--- config.mk ---
export PLATFORM = sky130hd
export DESIGN_NAME = bin2bcd_seq
export DESIGN_NICKNAME = d
export VERILOG_FILES = /design/src/rtl/bin2bcd_seq.sv
export SDC_FILE = /design/constraint.sdc
export NUM_CORES = 1
export LEC_CHECK = 0
export BUFFER_PORTS_ARGS = -buffer_cell sky130_fd_sc_hd__buf_2
export CAP_MARGIN = 0
export CORE_AREA = 2 2 72 81
export DETAILED_ROUTE_END_ITERATION = 10
export DIE_AREA = 0 0 74 83
export PLACE_DENSITY_LB_ADDON = 0.15
export SKIP_CTS_REPAIR_TIMING = 1
export SLEW_MARGIN = 40
export SYNTH_ARGS = -nofsm -noshare
export SYNTH_HDL_FRONTEND = slang
export SYNTH_SLANG_ARGS = --single-unit
--- constraint.sdc ---
create_clock -name clk -period 3.25 [get_ports clk]
set_input_delay 0.1625 -clock clk [delete_from_list [all_inputs] [get_ports clk]]
set_output_delay 0.1625 -clock clk [all_outputs]
set_load 0.01 [all_outputs]
--- src/rtl/bin2bcd_seq.sv ---
// rtl/bin2bcd_seq.sv - sequential double-dabble binary to 5-digit BCD converter
// One input bit per clock; digits saturate to 99999 when the value exceeds MAXVAL.
module bin2bcd_seq #(
  parameter int NBITS  = 17,
  parameter int MAXVAL = 99999
) (
  input  logic             clk,
  input  logic             rst,
  input  logic             start,
  input  logic [NBITS-1:0] bin,
  output logic             busy,
  output logic             done,
  output logic             ovf,
  output logic [3:0]       d0,
  output logic [3:0]       d1,
  output logic [3:0]       d2,
  output logic [3:0]       d3,
  output logic [3:0]       d4
);

  localparam int CW = $clog2(NBITS + 1);

  typedef enum logic [1:0] {
    IDLE  = 2'd0,
    SHIFT = 2'd1,
    DONE  = 2'd2
  } state_t;

  state_t             state_q, state_d;
  logic [NBITS-1:0]   sreg_q, sreg_d;
  logic [19:0]        acc_q, acc_d;
  logic [CW-1:0]      cnt_q, cnt_d;
  logic               sat_q, sat_d;
  logic [19:0]        digits_q, digits_d;
  logic               ovf_q, ovf_d;
  logic               done_q, done_d;

  logic [19:0]        adj;
  logic [NBITS+19:0]  shifted;
  logic [31:0]        bin_ext;

  assign bin_ext = 32'(bin);

  always_comb begin
    state_d  = state_q;
    sreg_d   = sreg_q;
    acc_d    = acc_q;
    cnt_d    = cnt_q;
    sat_d    = sat_q;
    digits_d = digits_q;
    ovf_d    = ovf_q;
    done_d   = 1'b0;
    adj      = acc_q;
    shifted  = '0;

    case (state_q)
      IDLE: begin
        if (start) begin
          sreg_d  = bin;
          acc_d   = '0;
          cnt_d   = CW'(NBITS);
          sat_d   = (bin_ext > 32'(MAXVAL));
          state_d = SHIFT;
        end
      end
      SHIFT: begin
        // Add-3 correction is applied before the shift so each nibble stays a valid BCD digit.
        for (int i = 0; i < 5; i++) begin
          if (acc_q[4*i +: 4] >= 4'd5) begin
            adj[4*i +: 4] = acc_q[4*i +: 4] + 4'd3;
          end
        end
        shifted         = {adj, sreg_q} << 1;
        {acc_d, sreg_d} = shifted;
        cnt_d           = cnt_q - CW'(1);
        if (cnt_q == CW'(1)) begin
          state_d = DONE;
        end
      end
      DONE: begin
        digits_d = sat_q ? 20'h99999 : acc_q;
        ovf_d    = sat_q;
        done_d   = 1'b1;
        state_d  = IDLE;
      end
      default: begin
        state_d = IDLE;
      end
    endcase
  end

  always_ff @(posedge clk or negedge rst) begin
    if (!rst) begin
      state_q  <= IDLE;
      sreg_q   <= '0;
      acc_q    <= '0;
      cnt_q    <= '0;
      sat_q    <= 1'b0;
      digits_q <= '0;
      ovf_q    <= 1'b0;
      done_q   <= 1'b0;
    end else begin
      state_q  <= state_d;
      sreg_q   <= sreg_d;
      acc_q    <= acc_d;
      cnt_q    <= cnt_d;
      sat_q    <= sat_d;
      digits_q <= digits_d;
      ovf_q    <= ovf_d;
      done_q   <= done_d;
    end
  end

  assign busy = (state_q != IDLE);
  assign done = done_q;
  assign ovf  = ovf_q;
  assign d0   = digits_q[3:0];
  assign d1   = digits_q[7:4];
  assign d2   = digits_q[11:8];
  assign d3   = digits_q[15:12];
  assign d4   = digits_q[19:16];

endmodule

==> results.md, run 1 <==
* Kind of capture point of the worst setup path: flop
* Max Fclk at 554 MHz
* # H-tree levels at 3
* Post-Route Setup TNS at 0 ns
* Type of element launching the critical path: flop
* Number of maximum-capacitance violations at 0
* Critical-path cell with the highest stage delay: sky130_fd_sc_hd__dfrtp_1
* Total placed cells including tap cells at 418
* Internal reg-to-reg setup slack at 1.44 ns
* Total global-route track usage at 20.7%
* Run status: finished, final reports clean
* Final Hold Viols at 0
* Number of synthesis warnings at 0
* Routed via count at 2322
* Per-cell via count in the routed design at 5.34
* Core area at 5290 um2
* Count of nets after finishing at 387
* Crit path arrival time at 2.03 ns
* Post-Syn Instances at 319
* Met2 Routed Length at 2.64 mm
* Final worst-path cycle share at 55.6%
* Fin cells at 435
* Buffers added on ports at 42
* Ratio of cells with drive above 1 in the final layout at 18.6%
* Number of diodes added for antenna fixing at 0
* WP data required at 3.47 ns
* Wire length on met3 at 195 um
* Buffer levels on the longest clock path at 2
* Final-report setup violation count at 0
* Std cell rows at 28
* Syn_nets at 351
* Max stage delay on crit path at 0.43 ns
* Antenna violations before repair at 0
* Clock Tree Root: sky130_fd_sc_hd__clkbuf_8
* Critical path's top delay family: simple AND/OR/NAND/NOR gates
* Area enclosed by the die boundary at 6140 um2
* Overflow left after global routing at 0
* Number of distinct library cells after synthesis at 30
* Post-synthesis to final-layout area growth at 13.7%
* Total routed wire length on the met1 layer at 2.78 mm
* Max VDD drop at 0.553 mV
* Number of fill cells at 429
* Drt first pass iters at 4
* Vias in the first global route at 2193
* Die Y at 83 um
* Leakage component of the power at 1.65 nW
* Remaining design rule violation count at 0
* Cell breakdown of the critical path: or3b_1 -> buf_4 -> nand2_4 -> o31ai_1 -> a32o_1
* Top routing layer in use: met4
* Buf/Inv on CP at 1
* Half-perimeter wire length after detailed placement at 3.72 mm
* Total Routed Length at 5.70 mm
* Relative max-transition margin at 51.3%
* Slew at the pin closest to its max-slew limit at 0.729 ns
* Sequential fraction of the synthesis area at 53.7%
* Global-route wire length before repair at 9.92 mm
* Die X-Extent at 74 um
* Initial Util at 59.0%
* Setup repair after global routing missed its margin: false
* Final number of max-transition violations at 0
* Pin count of the biggest net entering global routing at 57
* WS Path Type: reg2reg
* Clock tree from TritonCTS: built
* # clock sinks at 67
* Initial detailed-routing violation count at 139
* Clock-pin transition on the worst setup and hold timing paths at 0.07 ns
* Maximum net fanout on the critical path at 41
* Routed length per instance at 13.1 um
* Final clock skew at 0.00651 ns
* Pwr Density at 1010 nW/um2
* Clock latency on the worst-skew pair at 0.33 ns
* Remaining antenna violation count after routing at 0
* Cts bufs inserted at 9
* Kind of path behind the tightest hold check: in2reg
* Number of ports placed on the die boundary at 43
* Final period demand of the worst path at 1.81 ns
* Flop and latch count out of synthesis at 67
* Gp weighted congestion at 0.760
* Netlist Area Pre-Place at 3120 um2
* Syn avg cell area at 9.79 um2
[per-layer routing]
metal | up-vias | global-route usage, %
met2 | 50 | 32.2
met3 | 7 | 4.25
li1 | 1174 | -
met4 | 0 | 8.76
met5 | - | 0
met1 | 1091 | 27.9
[path summary, 6_finish.rpt]
check	start	to	depth (start not counted)
worst max-delay path	state_q[0]	acc_q[15]	5
max in group asynchronous	rst	sreg_q[7]	3
min in group asynchronous	rst	digits_q[18]	2
worst min register to register	sreg_q[16]	acc_q[0]	2
worst max register to register	state_q[0]	acc_q[15]	5
worst min-delay path	bin[0]	sreg_q[0]	3
[stage by stage]
| step | total power, W | instance area (um2) | hold WS [ns] | setup slack [ns] | util (%) |
|---|---|---|---|---|---|
| detailed placement | 0.00300 | 3360 | 0.273 | 1.44 | 63.6 |
| finish | 0.00358 | 3550 | 0.0818 | 1.44 | 67.1 |
| floorplan | 0.00262 | 3120 | -0.133 | 1.73 | - |
| CTS | 0.00362 | 3540 | -0.0856 | 1.43 | 66.9 |
| global route | 0.00392 | 3550 | 0.0849 | 1.33 | 67.1 |
| global placement | 0.00293 | 3360 | 0.277 | 1.49 | 63.6 |
[sequential cells by signal, summed over array words and instances, names as in the netlist]
register  cells
sat_q         1
digits_q     20
acc_q        20
state_q       2
ovf           1
cnt_q         5
sreg_q       17
done          1
[cell usage after synthesis]
| cell type | number | area share, % |
|---|---|---|
| sky130_fd_sc_hd__a21oi_1 | 6 | 0.96 |
| sky130_fd_sc_hd__nor4_1 | 1 | 0.20 |
| sky130_fd_sc_hd__o211ai_1 | 1 | 0.24 |
| sky130_fd_sc_hd__nor3_1 | 1 | 0.16 |
| sky130_fd_sc_hd__mux2_2 | 6 | 2.2 |
| sky130_fd_sc_hd__or2_2 | 1 | 0.20 |
| sky130_fd_sc_hd__xnor2_1 | 6 | 1.7 |
| sky130_fd_sc_hd__o22ai_1 | 16 | 3.2 |
| sky130_fd_sc_hd__nand2_1 | 25 | 3.0 |
| sky130_fd_sc_hd__or4_1 | 1 | 0.24 |
| sky130_fd_sc_hd__dfrtp_1 | 67 | 54 |
| sky130_fd_sc_hd__and2_1 | 2 | 0.40 |
| sky130_fd_sc_hd__o21ai_0 | 35 | 5.6 |
| sky130_fd_sc_hd__buf_1 | 2 | 0.24 |
| sky130_fd_sc_hd__buf_8 | 1 | 0.48 |
| sky130_fd_sc_hd__inv_1 | 14 | 1.7 |
| sky130_fd_sc_hd__nor4b_1 | 1 | 0.28 |
| sky130_fd_sc_hd__xor2_1 | 5 | 1.4 |
| sky130_fd_sc_hd__nand2b_1 | 11 | 2.2 |
| sky130_fd_sc_hd__nand2_4 | 1 | 0.36 |
| sky130_fd_sc_hd__a32o_1 | 5 | 1.6 |
| sky130_fd_sc_hd__nor2_1 | 44 | 5.3 |
| sky130_fd_sc_hd__nand3_1 | 20 | 3.2 |
| sky130_fd_sc_hd__or3b_1 | 1 | 0.28 |
| sky130_fd_sc_hd__nor2b_1 | 1 | 0.20 |
| sky130_fd_sc_hd__o31ai_1 | 14 | 3.4 |
| sky130_fd_sc_hd__ha_1 | 12 | 4.8 |
| sky130_fd_sc_hd__nand2b_4 | 1 | 0.44 |
| sky130_fd_sc_hd__buf_2 | 5 | 0.80 |
| sky130_fd_sc_hd__clkbuf_1 | 13 | 1.6 |
[power breakdown]
part / switching, W / internal [W]
Sequential: 0.000301 / 0.00122
Clock: 0.000291 / 0.000317
Combinational: 0.000808 / 0.000643
[cell families (layout without fill, tap and decap cells)]
kind of cell,Yosys count,after routing,share of synthesized area [%]
AND/OR/NAND/NOR,111,111,16.5
AO/OA/AOI/OAI,77,77,15.0
flip-flops,67,67,53.7
buffers and inverters,35,76,4.77
adder cells (fa/ha/maj),12,12,4.81
XOR/XNOR,11,11,3.09
multiplexers,6,6,2.16
[worst register-to-register path, delay by kind of cell (launching register included)]
kind	cells	cell delay, ns
flip-flops	1	0.43
buffers and inverters	1	0.27
AND/OR/NAND/NOR	2	0.65
AO/OA/AOI/OAI	2	0.35
[cells in the final DEF, fill, tap and decap left out, types with 12 or more instances in the layout]
master,synthesis,layout
sky130_fd_sc_hd__o31ai_1,14,14
sky130_fd_sc_hd__inv_1,14,14
sky130_fd_sc_hd__nand2_1,25,25
sky130_fd_sc_hd__o22ai_1,16,16
sky130_fd_sc_hd__ha_1,12,12
sky130_fd_sc_hd__dfrtp_1,67,67
sky130_fd_sc_hd__buf_2,5,41
sky130_fd_sc_hd__o21ai_0,35,35
sky130_fd_sc_hd__nor2_1,44,44
sky130_fd_sc_hd__nand3_1,20,20
[cell type report]
class | instances | area, um2 | area share, %
clock buffer | 14 | 163 | 4.58
clock inverter | 2 | 10.0 | 0.282
inverter | 14 | 52.6 | 1.48
multi-input combinational | 217 | 1300 | 36.5
sequential | 67 | 1680 | 47.2
tap | 75 | 93.8 | 2.64
timing repair buffer | 46 | 258 | 7.26
(Power assumes the default switching activity.)
==> inputs of run 2 (changes only) <==
--- a/config.mk
+++ b/config.mk
@@ -7,9 +7,9 @@
 export LEC_CHECK = 0
 export BUFFER_PORTS_ARGS = -buffer_cell sky130_fd_sc_hd__buf_2
 export CAP_MARGIN = 0
-export CORE_AREA = 2 2 72 81
+export CORE_AREA = 2 2 74 83
 export DETAILED_ROUTE_END_ITERATION = 10
-export DIE_AREA = 0 0 74 83
+export DIE_AREA = 0 0 76 85
 export PLACE_DENSITY_LB_ADDON = 0.15
 export SKIP_CTS_REPAIR_TIMING = 1
 export SLEW_MARGIN = 40
==> constraint.sdc (replaced) <==
create_clock -name clk -period 1.82 [get_ports clk]
set_input_delay 0.091 -clock clk [delete_from_list [all_inputs] [get_ports clk]]
set_output_delay 0.091 -clock clk [all_outputs]
set_load 0.01 [all_outputs]
==> results.md, run 2 (synthesized netlist as in run 1, its figures left out) <==
* Max VDD drop at 0.941 mV (+70%)
* WP data required at 2.08 ns (-1.39 ns)
* Most frequent cells in the layout: sky130_fd_sc_hd__dfrtp_1, sky130_fd_sc_hd__nor2_1, sky130_fd_sc_hd__buf_2
* Kind of capture point of the worst setup path: flop
* Run status: finished, final reports clean
* Final worst-path cycle share at 91.6% (+36 points)
* # H-tree levels at 3 (unchanged)
* Sequential cell area at 1680 um2 (unchanged)
* Total global-route track usage at 20.8% (+0.11 points)
* Clock Tree Root: sky130_fd_sc_hd__clkbuf_8
* Vias in the first global route at 2283 (+4.1%)
* Clock latency on the worst-skew pair at 0.34 ns (about the same)
* Total Routed Length at 6.08 mm (+6.7%)
* Final period demand of the worst path at 1.67 ns (-0.139 ns)
* Die Y at 85 um (+2.4%)
* Type of element launching the critical path: flop
* Final clock skew at 0.00667 ns (+0.000163 ns)
* Drt first pass iters at 4 (unchanged)
* Number of maximum-capacitance violations at 0 (unchanged)
* Remaining antenna violation count after routing at 0 (unchanged)
* Remaining design rule violation count at 0 (unchanged)
* Ratio of cells with drive above 1 in the final layout at 20.8% (+2.2 points)
* Most common cell after layout, fill and taps aside: sky130_fd_sc_hd__dfrtp_1
* Clock tree from TritonCTS: built
* Per-cell via count in the routed design at 5.29 (-0.92%)
* Final-report setup violation count at 0 (unchanged)
* Buffers added on ports at 42 (unchanged)
* Clock-pin transition on the worst setup and hold timing paths at 0.07 ns (about the same)
* Initial Util at 55.5% (-3.5 points)
* Gp weighted congestion at 0.842 (+11%)
* Post-synthesis to final-layout area growth at 17.3%
* Area of combinational cells with multiple inputs at 1300 um2 (unchanged)
* Global-route wire length before repair at 10.6 mm (+6.7%)
* Number of ports placed on the die boundary at 43 (unchanged)
* Final Hold Viols at 0 (unchanged)
* Cts bufs inserted at 9 (unchanged)
* Kind of path behind the tightest hold check: in2reg
* Area enclosed by the die boundary at 6460 um2 (+5.2%)
* Crit path arrival time at 1.93 ns (-0.10 ns)
* Slew at the pin closest to its max-slew limit at 0.692 ns (-0.0373 ns)
* Routed via count at 2343 (+0.90%)
* Number of diodes added for antenna fixing at 0 (unchanged)
* Max Fclk at 600 MHz (+8.3%)
* Maximum net fanout on the critical path at 5 (-88%)
* WS Path Type: reg2reg
* Post-Route Setup TNS at 0 ns (unchanged)
* Routed length per instance at 13.7 um (+4.8%)
* Relative max-transition margin at 53.9% (+2.6 points)
* Final core utilization at 65.1% (-2.0 points)
* Biggest regs: acc_q x20, digits_q x20, sreg_q x17
* Leakage component of the power at 1.72 nW (+3.8%)
* Die X-Extent at 76 um (+2.7%)
* Count of nets after finishing at 393 (+1.6%)
* # clock sinks at 67 (unchanged)
* Overflow left after global routing at 0 (unchanged)
* Half-perimeter wire length after detailed placement at 4.16 mm (+12%)
* Setup repair after global routing missed its margin: false
* Std cell rows at 29 (+3.6%)
* Initial detailed-routing violation count at 128 (-7.9%)
* Number of fill cells at 459 (+7.0%)
* Pwr Density at 1870 nW/um2 (+85%)
* Final number of max-transition violations at 0 (unchanged)
* Pin count of the biggest net entering global routing at 41 (-28%)
* Buffer levels on the longest clock path at 2 (unchanged)
* Antenna violations before repair at 0 (unchanged)
* Core area at 5620 um2 (+6.3%)
run 2: changes by cell type in the layout (fill, tap and decap cells not counted):
cell	delta
sky130_fd_sc_hd__bufinv_16	+2
sky130_fd_sc_hd__clkinv_2	+1
sky130_fd_sc_hd__buf_2	+1
sky130_fd_sc_hd__buf_4	+4
sky130_fd_sc_hd__clkbuf_1	-3
sky130_fd_sc_hd__buf_12	+1
run 2: worst max-delay path: stages (launching register included):
cell and delay (ns):
sky130_fd_sc_hd__dfrtp_1 0.43, sky130_fd_sc_hd__inv_1 0.11, sky130_fd_sc_hd__ha_1 0.19, sky130_fd_sc_hd__nand2b_1 0.07, sky130_fd_sc_hd__a21oi_1 0.28, sky130_fd_sc_hd__mux2_2 0.37, sky130_fd_sc_hd__o21ai_0 0.13
run 2: worst paths after layout:
path | slack [ns] | end | cells past startpoint | startpoint
min | 0.002 | sreg_q[0] | 3 | bin[0]
max | 0.15 | acc_q[10] | 6 | acc_q[8]
max reg2reg | 0.15 | acc_q[10] | 6 | acc_q[8]
min in group asynchronous | 0.27 | digits_q[17] | 2 | rst
min reg2reg | 0.47 | acc_q[0] | 2 | sreg_q[16]
max in group asynchronous | 0.87 | sreg_q[15] | 3 | rst
run 2: layout make-up:
cell class	count	area share, %
flip-flops and latches	67	45.8
repair buffers	52	8.54
well taps	77	2.63
clock buffers	11	4.14
inverters	14	1.44
clock inverters	5	2.05
multi-input cells	217	35.4
run 2: per-layer routing:
layer	GRT usage, %	routed length, um	vias to the layer above
li1	-	-	1184
met1	27.6	2940	1100
met2	33.3	2810	51
met3	3.30	222	8
met4	11.6	111	0
met5	0	0	-
run 2: power breakdown:
part	leakage (nW)	internal (W)	switching, W
logic	0.775	0.00123	0.00149
clock network	0.119	0.000839	0.000550
registers	0.823	0.00218	0.000542
total	1.72	0.00425	0.00258
run 2: through the flow:
stage / setup WS [ns] / power [W] / cells / instance area [um2] / hold slack (ns)
after floorplan: 0.305 / 0.00467 / 319 / 3120 / -0.205
after global placement: 0.241 / 0.00537 / 426 / 3420 / 0.116
after detailed placement: 0.162 / 0.00549 / 426 / 3420 / 0.121
after CTS: 0.142 / 0.00691 / 442 / 3650 / -0.263
after global routing: 0.00392 / 0.00743 / 443 / 3660 / 0.0115
final: 0.153 / 0.00683 / 443 / 3660 / 0.00214
